## config.mk

```make
export PLATFORM = sky130hd
export DESIGN_NAME = msu_host_axis_flat
export DESIGN_NICKNAME = d
export VERILOG_FILES = /design/src/rtl/redun_mont_pkg.sv /design/src/rtl/msu_host_axis_if.sv /design/src/rtl/axis_word_ser.sv /design/src/rtl/msu_host_axis.sv /design/src/flat_wrapper.sv
export SDC_FILE = /design/constraint.sdc
export NUM_CORES = 1
export LEC_CHECK = 0
export CAP_MARGIN = 20
export CORE_UTILIZATION = 40
export DETAILED_ROUTE_END_ITERATION = 12
export PLACE_DENSITY = 0.71
export SETUP_SLACK_MARGIN = 0.1
export SLEW_MARGIN = 20
export SYNTH_ARGS = -nofsm -noshare
export SYNTH_HDL_FRONTEND = slang
export SYNTH_SLANG_ARGS = --single-unit
```

## constraint.sdc

```tcl
create_clock -name clk -period 20.6 [get_ports clk]
set_input_delay 2.06 -clock clk [delete_from_list [all_inputs] [get_ports clk]]
set_output_delay 2.06 -clock clk [all_outputs]
set_load 0.02 [all_outputs]
```

## src/rtl/redun_mont_pkg.sv

```systemverilog
// Constants and shared helpers for the MSU squaring kernel and its host stream bridge.
package redun_mont_pkg;

   localparam int          DAT_BITS   = 128;
   localparam int          TOT_BITS   = 144;
   localparam logic [15:0] BUILD_SEED = 16'hA5C3;

   typedef enum logic [1:0] {
      H_IDLE,
      H_SEND,
      H_RECV,
      H_DONE
   } host_state_t;

   // Job frame: t_start, t_final, sq_in packed LSB-first, rounded up to whole words.
   function automatic int in_count(input int t_len, input int sq_in_bits, input int axi_len);
      return (2 * t_len + sq_in_bits + axi_len - 1) / axi_len;
   endfunction

   // Result frame: t_current, 16-bit seed, redundant sq_out.
   function automatic int out_count(input int t_len, input int sq_out_bits, input int axi_len);
      return (16 + t_len + sq_out_bits + axi_len - 1) / axi_len;
   endfunction

endpackage

```

## src/rtl/msu_host_axis_if.sv

```systemverilog
// AXI-stream channel; master drives payload, slave drives tready.
interface msu_host_axis_if #(
   parameter int AXI_LEN = 32
);
   logic                   tvalid;
   logic                   tready;
   logic [AXI_LEN-1:0]     tdata;
   logic [AXI_LEN/8-1:0]   tkeep;
   logic                   tlast;

   modport master (output tvalid, tdata, tkeep, tlast, input tready);
   modport slave  (input tvalid, tdata, tkeep, tlast, output tready);
endinterface

```

## src/rtl/axis_word_ser.sv

```systemverilog
// Load-and-shift serializer: emits N words of W bits LSB-first with tlast on the final word.
module axis_word_ser #(
   parameter int W = 32,
   parameter int N = 8
) (
   input  logic           clk,
   input  logic           rst,
   input  logic           load,
   input  logic [N*W-1:0] load_data,
   input  logic           ready,
   output logic           valid,
   output logic [W-1:0]   data,
   output logic           last,
   output logic           done
);
   localparam int CW = $clog2(N + 1);

   logic [N*W-1:0] sh;
   logic [CW-1:0]  cnt;
   logic           act;

   // Zero fill on shift leaves the register cleared once the frame has gone out.
   always_ff @(posedge clk or posedge rst) begin
      if (rst) begin
         sh  <= '0;
         cnt <= '0;
         act <= 1'b0;
      end else if (load) begin
         sh  <= load_data;
         cnt <= '0;
         act <= 1'b1;
      end else if (act && ready) begin
         sh  <= sh >> W;
         cnt <= cnt + 1'b1;
         if (cnt == CW'(N - 1))
            act <= 1'b0;
      end
   end

   assign valid = act;
   assign data  = sh[W-1:0];
   assign last  = act && (cnt == CW'(N - 1));
   assign done  = act && ready && last;

endmodule

```

## src/rtl/msu_host_axis.sv

```systemverilog
// Host-side job serializer / result deserializer for the MSU kernel stream pair.
// Optional: define MSU_HOST_SEED_CHECK_EN to flag seed mismatches in res_err[1].
module msu_host_axis
   import redun_mont_pkg::*;
#(
   parameter int AXI_LEN     = 32,
   parameter int T_LEN       = 64,
   parameter int SQ_IN_BITS  = DAT_BITS,
   parameter int SQ_OUT_BITS = TOT_BITS
) (
   input  logic                   clk,
   input  logic                   reset,
   input  logic                   job_valid,
   output logic                   job_ready,
   input  logic [T_LEN-1:0]       job_t_start,
   input  logic [T_LEN-1:0]       job_t_final,
   input  logic [SQ_IN_BITS-1:0]  job_sq_in,
   msu_host_axis_if.master        m_axis,
   msu_host_axis_if.slave         s_axis,
   output logic                   res_valid,
   input  logic                   res_ready,
   output logic [T_LEN-1:0]       res_t_current,
   output logic [15:0]            res_seed,
   output logic [SQ_OUT_BITS-1:0] res_sq_out,
   output logic [1:0]             res_err,
   output logic                   busy
);
   localparam int IN_COUNT  = in_count(T_LEN, SQ_IN_BITS, AXI_LEN);
   localparam int OUT_COUNT = out_count(T_LEN, SQ_OUT_BITS, AXI_LEN);
   localparam int IN_W      = IN_COUNT * AXI_LEN;
   localparam int OUT_W     = OUT_COUNT * AXI_LEN;
   localparam int RC_W      = $clog2(OUT_COUNT + 1);

   host_state_t       state, state_nxt;
   logic              job_hs, tx_done;
   logic              rx_hs, rx_last_cnt, rx_end, seed_bad;
   logic [IN_W-1:0]   tx_load;
   logic [OUT_W-1:0]  rx_reg, rx_nxt;
   logic [RC_W-1:0]   rx_cnt;
   logic              unused_tkeep;

   assign job_ready     = (state == H_IDLE);
   assign busy          = (state != H_IDLE);
   assign res_valid     = (state == H_DONE);
   assign s_axis.tready = (state == H_RECV);
   assign job_hs        = job_valid && job_ready;
   assign tx_load       = IN_W'({job_sq_in, job_t_final, job_t_start});
   assign m_axis.tkeep  = '1;
   assign unused_tkeep  = ^s_axis.tkeep;

   axis_word_ser #(.W(AXI_LEN), .N(IN_COUNT)) u_tx (
      .clk       (clk),
      .rst       (reset),
      .load      (job_hs),
      .load_data (tx_load),
      .ready     (m_axis.tready),
      .valid     (m_axis.tvalid),
      .data      (m_axis.tdata),
      .last      (m_axis.tlast),
      .done      (tx_done)
   );

   // Frame ends on tlast or on the expected word count, whichever comes first.
   assign rx_hs       = s_axis.tvalid && s_axis.tready;
   assign rx_last_cnt = (rx_cnt == RC_W'(OUT_COUNT - 1));
   assign rx_end      = rx_hs && (s_axis.tlast || rx_last_cnt);
   assign rx_nxt      = {s_axis.tdata, rx_reg[OUT_W-1:AXI_LEN]};

`ifdef MSU_HOST_SEED_CHECK_EN
   assign seed_bad = (rx_nxt[T_LEN +: 16] != (rx_nxt[15:0] ^ BUILD_SEED));
`else
   assign seed_bad = 1'b0;
`endif

   always_ff @(posedge clk or posedge reset) begin
      if (reset) state <= H_IDLE;
      else       state <= state_nxt;
   end

   always_comb begin
      state_nxt = state;
      case (state)
         H_IDLE:  if (job_hs)    state_nxt = H_SEND;
         H_SEND:  if (tx_done)   state_nxt = H_RECV;
         H_RECV:  if (rx_end)    state_nxt = H_DONE;
         H_DONE:  if (res_ready) state_nxt = H_IDLE;
         default:                state_nxt = H_IDLE;
      endcase
   end

   always_ff @(posedge clk or posedge reset) begin
      if (reset) begin
         rx_reg        <= '0;
         rx_cnt        <= '0;
         res_t_current <= '0;
         res_seed      <= '0;
         res_sq_out    <= '0;
         res_err       <= '0;
      end else begin
         if (state == H_SEND && tx_done) begin
            rx_cnt <= '0;
         end else if (rx_hs) begin
            rx_reg <= rx_nxt;
            rx_cnt <= rx_cnt + 1'b1;
         end
         // Capture straight from the incoming beat so DONE follows the last handshake directly.
         if (state == H_RECV && rx_end) begin
            res_t_current <= rx_nxt[T_LEN-1:0];
            res_seed      <= rx_nxt[T_LEN +: 16];
            res_sq_out    <= rx_nxt[T_LEN+16 +: SQ_OUT_BITS];
            res_err       <= {seed_bad, (s_axis.tlast != rx_last_cnt)};
         end
      end
   end

endmodule
```

## src/flat_wrapper.sv

```systemverilog
// flat-port wrapper written by rule: the top's interface ports become plain ports
module msu_host_axis_flat import redun_mont_pkg::*;
#(
   parameter int AXI_LEN     = 32,
   parameter int T_LEN       = 64,
   parameter int SQ_IN_BITS  = DAT_BITS,
   parameter int SQ_OUT_BITS = TOT_BITS
)
  (clk, reset, job_valid, job_ready, job_t_start, job_t_final, job_sq_in, res_valid, res_ready, res_t_current, res_seed, res_sq_out, res_err, busy, m_axis_tvalid, m_axis_tdata, m_axis_tkeep, m_axis_tlast, m_axis_tready, s_axis_tvalid, s_axis_tdata, s_axis_tkeep, s_axis_tlast, s_axis_tready);
  msu_host_axis_if #(.AXI_LEN(AXI_LEN)) m_axis_i ();
  msu_host_axis_if #(.AXI_LEN(AXI_LEN)) s_axis_i ();
  input  logic clk;
  input  logic reset;
  input  logic job_valid;
  output logic job_ready;
  input  logic [T_LEN-1:0] job_t_start;
  input  logic [T_LEN-1:0] job_t_final;
  input  logic [SQ_IN_BITS-1:0] job_sq_in;
  output logic res_valid;
  input  logic res_ready;
  output logic [T_LEN-1:0] res_t_current;
  output logic [15:0] res_seed;
  output logic [SQ_OUT_BITS-1:0] res_sq_out;
  output logic [1:0] res_err;
  output logic busy;
  output wire logic [$bits(m_axis_i.tvalid)-1:0] m_axis_tvalid;
  output wire logic [$bits(m_axis_i.tdata)-1:0] m_axis_tdata;
  output wire logic [$bits(m_axis_i.tkeep)-1:0] m_axis_tkeep;
  output wire logic [$bits(m_axis_i.tlast)-1:0] m_axis_tlast;
  input wire logic [$bits(m_axis_i.tready)-1:0] m_axis_tready;
  input wire logic [$bits(s_axis_i.tvalid)-1:0] s_axis_tvalid;
  input wire logic [$bits(s_axis_i.tdata)-1:0] s_axis_tdata;
  input wire logic [$bits(s_axis_i.tkeep)-1:0] s_axis_tkeep;
  input wire logic [$bits(s_axis_i.tlast)-1:0] s_axis_tlast;
  output wire logic [$bits(s_axis_i.tready)-1:0] s_axis_tready;
  assign m_axis_tvalid = m_axis_i.tvalid;
  assign m_axis_tdata = m_axis_i.tdata;
  assign m_axis_tkeep = m_axis_i.tkeep;
  assign m_axis_tlast = m_axis_i.tlast;
  assign m_axis_i.tready = m_axis_tready;
  assign s_axis_i.tvalid = s_axis_tvalid;
  assign s_axis_i.tdata = s_axis_tdata;
  assign s_axis_i.tkeep = s_axis_tkeep;
  assign s_axis_i.tlast = s_axis_tlast;
  assign s_axis_tready = s_axis_i.tready;
  msu_host_axis #(.AXI_LEN(AXI_LEN), .T_LEN(T_LEN), .SQ_IN_BITS(SQ_IN_BITS), .SQ_OUT_BITS(SQ_OUT_BITS)) u_core (.clk(clk), .reset(reset), .job_valid(job_valid), .job_ready(job_ready), .job_t_start(job_t_start), .job_t_final(job_t_final), .job_sq_in(job_sq_in), .m_axis(m_axis_i), .s_axis(s_axis_i), .res_valid(res_valid), .res_ready(res_ready), .res_t_current(res_t_current), .res_seed(res_seed), .res_sq_out(res_sq_out), .res_err(res_err), .busy(busy));
endmodule
```

* Word-level counts from Yosys, hierarchy flattened
Cells that the tools add are included.
** Operators by class
- Shift operators :: 0
- Order comparisons :: 0
- Bitwise gates (word level) :: 1
- $mul :: 0
- Mux-type cells :: 14
- $add $sub $neg :: 2
- Divide/modulo/power cells :: 0
- Reductions and logical operators :: 17
- Eq/ne operators :: 10
** Operators with widths (number)
- 256-bit two-way mux :: 2
- 1-bit logical AND :: 8
- 2-bit two-way mux :: 4
- 4-bit two-way mux :: 2
- 2-bit one-hot mux with 4 select lines :: 1
- 2-bit nonzero test :: 4
- 3-bit two-way mux :: 2
- 4-bit by 1-bit adder with 4-bit output (second input constant) :: 1
- 2-bit == test (second input constant) :: 2
- 4-bit by 3-bit == test with 1-bit output (second input constant) :: 1
- 2-bit by 1-bit != test with 1-bit output (second input constant) :: 2
- 2-bit != test (second input constant) :: 2
- 2-bit AND reduction :: 2
- 4-bit AND reduction :: 1
- 3-bit by 1-bit adder with 3-bit output (second input constant) :: 1
- 3-bit == test (second input constant) :: 1
- 1-bit two-way mux :: 3
- 2-bit by 1-bit == test with 1-bit output (second input constant) :: 1
- 2-bit logical NOT :: 1
- 1-bit logical OR :: 1
- 1-bit != test :: 1
- 1-bit inverter :: 1
** Word-level totals
- Memory bits (writable) :: 0
- Flip-flop bits (word level) :: 715
- Word-level logic and storage cells :: 54
- Output and inout port bits :: 268
- Memories :: 0
- Memory bits (read-only) :: 0
- Input port bits :: 299
- Latch bits :: 0

* Longest topological paths before layout
- Word-level depth :: 6
- Gate-level depth with buffers :: 10
- Gate-level depth less buffers :: 7

* Hierarchy
A second synthesis with hierarchy kept.
** Second synthesis, totals
- Cells, all modules :: 2093
- Area total of the unflattened synthesis :: 27821.7 µm²
** By module, submodules not included
- msu_host_axis :: cells an instance 927, area an instance 15931.5 µm², times used 1, seq. area each 10560.1 µm²
- axis_word_ser :: cells an instance 1166, area an instance 11890.2 µm², times used 1, seq. area each 6531.3 µm²

* Worst setup path after synthesis
No wires, ideal clock.
- Path kind :: input -> register
- From :: input port m_axis_tready
- To :: register u_core.rx_reg[100]
- Path slack :: 17.379 ns
- Cell stages on the path :: 6
- Buffers on the path :: 2
- Arrival :: 3.096 ns
- Library setup time :: 0.125 ns
- Required time :: 20.475 ns
- Cell sequence :: nand2_1 > nor3_4 > nor2_1 > buf_6 > buf_6 > mux2_4
** Between the ends
- Cells in the longest elaborated chain, start to end :: 5
** RTL lines
- from (decl) :: line flat_wrapper.sv:30 : input wire logic [$bits(m_axis_i.tready)-1:0] m_axis_tready;
- 1-bit logical AND (2 in a row) :: line axis_word_ser.sv:43 : assign done = act && ready && last;
- 1-bit logical AND :: line msu_host_axis.sv:100 : if (state == H_SEND && tx_done) begin
- 1-bit inverter (no line)
- 2-bit AND reduction (no line)
- to (signal assigned) :: line msu_host_axis.sv:103 : rx_reg <= rx_nxt;
- to (decl) :: line msu_host_axis.sv:38 : logic [OUT_W-1:0] rx_reg, rx_nxt;
No other way between the ends.
A chain may end at the register's enable or synchronous reset.

* Final worst setup path
- From :: input port m_axis_tready
- To :: register u_core.rx_reg[141]
Same word-level chain as after synthesis.

==> impl_metrics.env <==
export IMPL_status="finished clean"
export IMPL_ys_flop_type="dfrtp_1"
export IMPL_via_per_inst=4.920
export IMPL_yosysMostFrequentCell="nand2_1"
export IMPL_die_y_um=267.7
export IMPL_h_tree_depth=3
export IMPL_hold_viol=0
export IMPL_synth_seq_cells=683
export IMPL_grt_pass1_vias=20023
export IMPL_drive_gt1_share_pct=10.22
export IMPL_drcViolationCount=0
export IMPL_cts_tree="built"
export IMPL_synth_cell_area_sq_um=28240
export IMPL_power_leakage_uw=0.01721
export IMPL_synthArstFlopShare_pct=100.0
export IMPL_clockBufferDepth=3
export IMPL_crit_start="m_axis_tready"
export IMPL_synth_warnings=0
export IMPL_grt_max_degree=234
export IMPL_coreArea_sq_um=69910
export IMPL_hold_buffers=0
export IMPL_powerDensity_nw_per_um2=159.4
export IMPL_postCtsSetupRepairBufs=0
export IMPL_tns_ns=0
export IMPL_start_util_pct=40.39
export IMPL_rsz0062_at_grt="false"
export IMPL_place_congestion=0.8617
export IMPL_clk_latency_ns=0.61
export IMPL_synth_common_cells="nand2_1, dfrtp_1, nor2_1"
export IMPL_vias=20704
export IMPL_syn_mean_instance_area_sq_um=10.26
export IMPL_arrival_ns=5.83
export IMPL_startpoint_type="primary input"
export IMPL_fillCellCount=6194
export IMPL_cts_resized=0
export IMPL_period_needed_ns=5.343
export IMPL_area_growth_pct=29.58
export IMPL_ant_nets=0
export IMPL_grt_usage_pct=21.37
export IMPL_antenna_found_initial=20
export IMPL_synthDistinctLibCells=30
export IMPL_max_cap_violations=0
export IMPL_ios=567
export IMPL_hold_ws_ns=0.4708
export IMPL_min_delay_start="u_core.rx_reg[62]$_DFFE_PP0P_"
export IMPL_synth_area_leaders="dfrtp_1, nand2_1, mux2_4"
export IMPL_fin_cells=4208
export IMPL_drt_iter0_drc=1930
export IMPL_synth_edf_count=0
export IMPL_power_uw=5833
export IMPL_postSynthCellCount=2753
export IMPL_path_class="in2reg"
export IMPL_synth_top_cell_by_area="dfrtp_1"
export IMPL_worst_slew_pin_slew_ns=1.273
export IMPL_num_rows=97
export IMPL_largest_reg_flops=256
export IMPL_nNetsFinal=3505
export IMPL_vdd_drop_max_mv=0.08023
export IMPL_cts_sink_count=683
export IMPL_path_max_fanout=123
export IMPL_die_area_sq_um=71660
export IMPL_worstReg2RegStart="u_core.u_tx.valid$_DFFE_PP0P_"
export IMPL_timing_fmax_mhz=187.2
export IMPL_cp_end_kind="register"
export IMPL_wl_um=77540
export IMPL_dp_hpwl_um=52020
export IMPL_grt_pass1_wl_um=118400
export IMPL_grt_remaining_overflow=0
export IMPL_clock_skew_final_ns=0.03824
export IMPL_drv_slew=0
export IMPL_min_period_over_period_pct=25.94
export IMPL_root_buffer="clkbuf_16"
export IMPL_setup_viol=0
export IMPL_port_buffers=557
export IMPL_slew_headroom_pct=15.13
export IMPL_clk_pin_slew_ns=0.06
export IMPL_min_path_type="reg2reg"
export IMPL_ys_seq_area_share_pct=60.53
export IMPL_die_w_um=267.7
export IMPL_synth_top_area_share_pct=60.53
export IMPL_final_util_pct=52.34
export IMPL_wl_per_cell_um=18.43
export IMPL_drt_first_pass_iters=6
export IMPL_placed_cells=4060
export IMPL_critical_path_required_ns=21.09
export IMPL_cts_buffers=75
==> power by group <==
part / internal (uW) / total (uW) / switching [uW] / leakage [uW]
Clock: 778 / 1330 / 556 / 0.00119
Combinational: 1020 / 2110 / 1080 / 0.00744
Sequential: 1950 / 2390 / 445 / 0.00858
==> logic make-up after synthesis <==
family	after synthesis	synth area share [%]
flops	683	60.53
xor+xnor	5	0.1551
compound gates	263	6.123
fa+ha+maj	9	0.3988
buf+inv	224	4.263
other cells	2	0.02660
mux	193	10.09
simple gates	1374	18.42
==> cells in the final DEF (no fill, tap or decap), types with 2 or more instances in the layout <==
cell	Yosys	final
nand2_1	1131	1129
dfrtp_1	683	683
clkdlybuf4s50_1	0	557
nor2_1	235	233
a31oi_1	224	224
mux2_4	180	180
clkbuf_16	0	77
a22o_1	32	32
diode_2	0	20
clkbuf_1	93	20
buf_4	37	14
mux2_2	13	13
clkbuf_8	0	10
inv_1	10	9
ha_1	9	9
clkinv_2	0	9
conb_1	2	5
buf_12	0	5
bufinv_16	0	4
xor2_1	3	3
clkinv_4	0	3
nand2_4	0	2
nor2_4	0	2
xnor2_1	2	2
o21ai_0	2	2
clkinv_16	0	2
buf_6	20	2
==> layer usage <==
metal	track usage (%)	wire length, um	part of all wire, %	vias up
li1	-	-	-	9834
met1	30.92	36430	47	10204
met2	31.38	34690	45	529
met3	3.347	3497	4.5	137
met4	10.02	2921	3.8	0
met5	0	0	0	-
==> layout make-up <==
cell class                      instances  area (sq um)  share of cell area (%)
Tap cell                              940          1176                   3.214
Timing Repair Buffer                  578          5803                   15.86
Clock inverter                         21         296.5                  0.8104
Clock buffer                          107          2140                   5.847
Antenna cell                           20         50.05                  0.1368
Sequential cell                       683         17090                   46.71
Multi-Input combinational cell       1849          9995                   27.31
Inverter                               10         41.29                  0.1128
==> worst paths after layout <==
kind	to	slack [ns]	cells past startpoint
setup / recovery	u_core.rx_reg[141]$_DFFE_PP0P_	15.26	7
hold / removal	u_core.res_t_current[30]$_DFFE_PP0P_	0.47	2
setup reg to reg	u_core.rx_reg[141]$_DFFE_PP0P_	16.73	6
hold reg to reg	u_core.res_t_current[30]$_DFFE_PP0P_	0.47	2
max in group asynchronous	u_core.res_sq_out[92]$_DFFE_PP0P_	15.79	5
min in group asynchronous	u_core.u_tx.sh[9]$_DFFE_PP0P_	1.96	2
==> critical path, stage by stage <==
cell and delay (ns):
clkdlybuf4s50_1 0.46, nand2_4 0.43, nor3_4 0.12, nor2_4 0.71, buf_12 0.65, buf_4 0.85, mux2_2 0.41
==> stage by stage <==
stage / setup WS [ns] / area (sq um)
floorplan: 9.196 / 28250
global placement: 14.50 / 34100
detailed placement: 14.51 / 34100
CTS: 15.18 / 36540
global route: 15.01 / 36590
finish: 15.26 / 36590
Note: power is estimated with default switching activity, not from simulation.
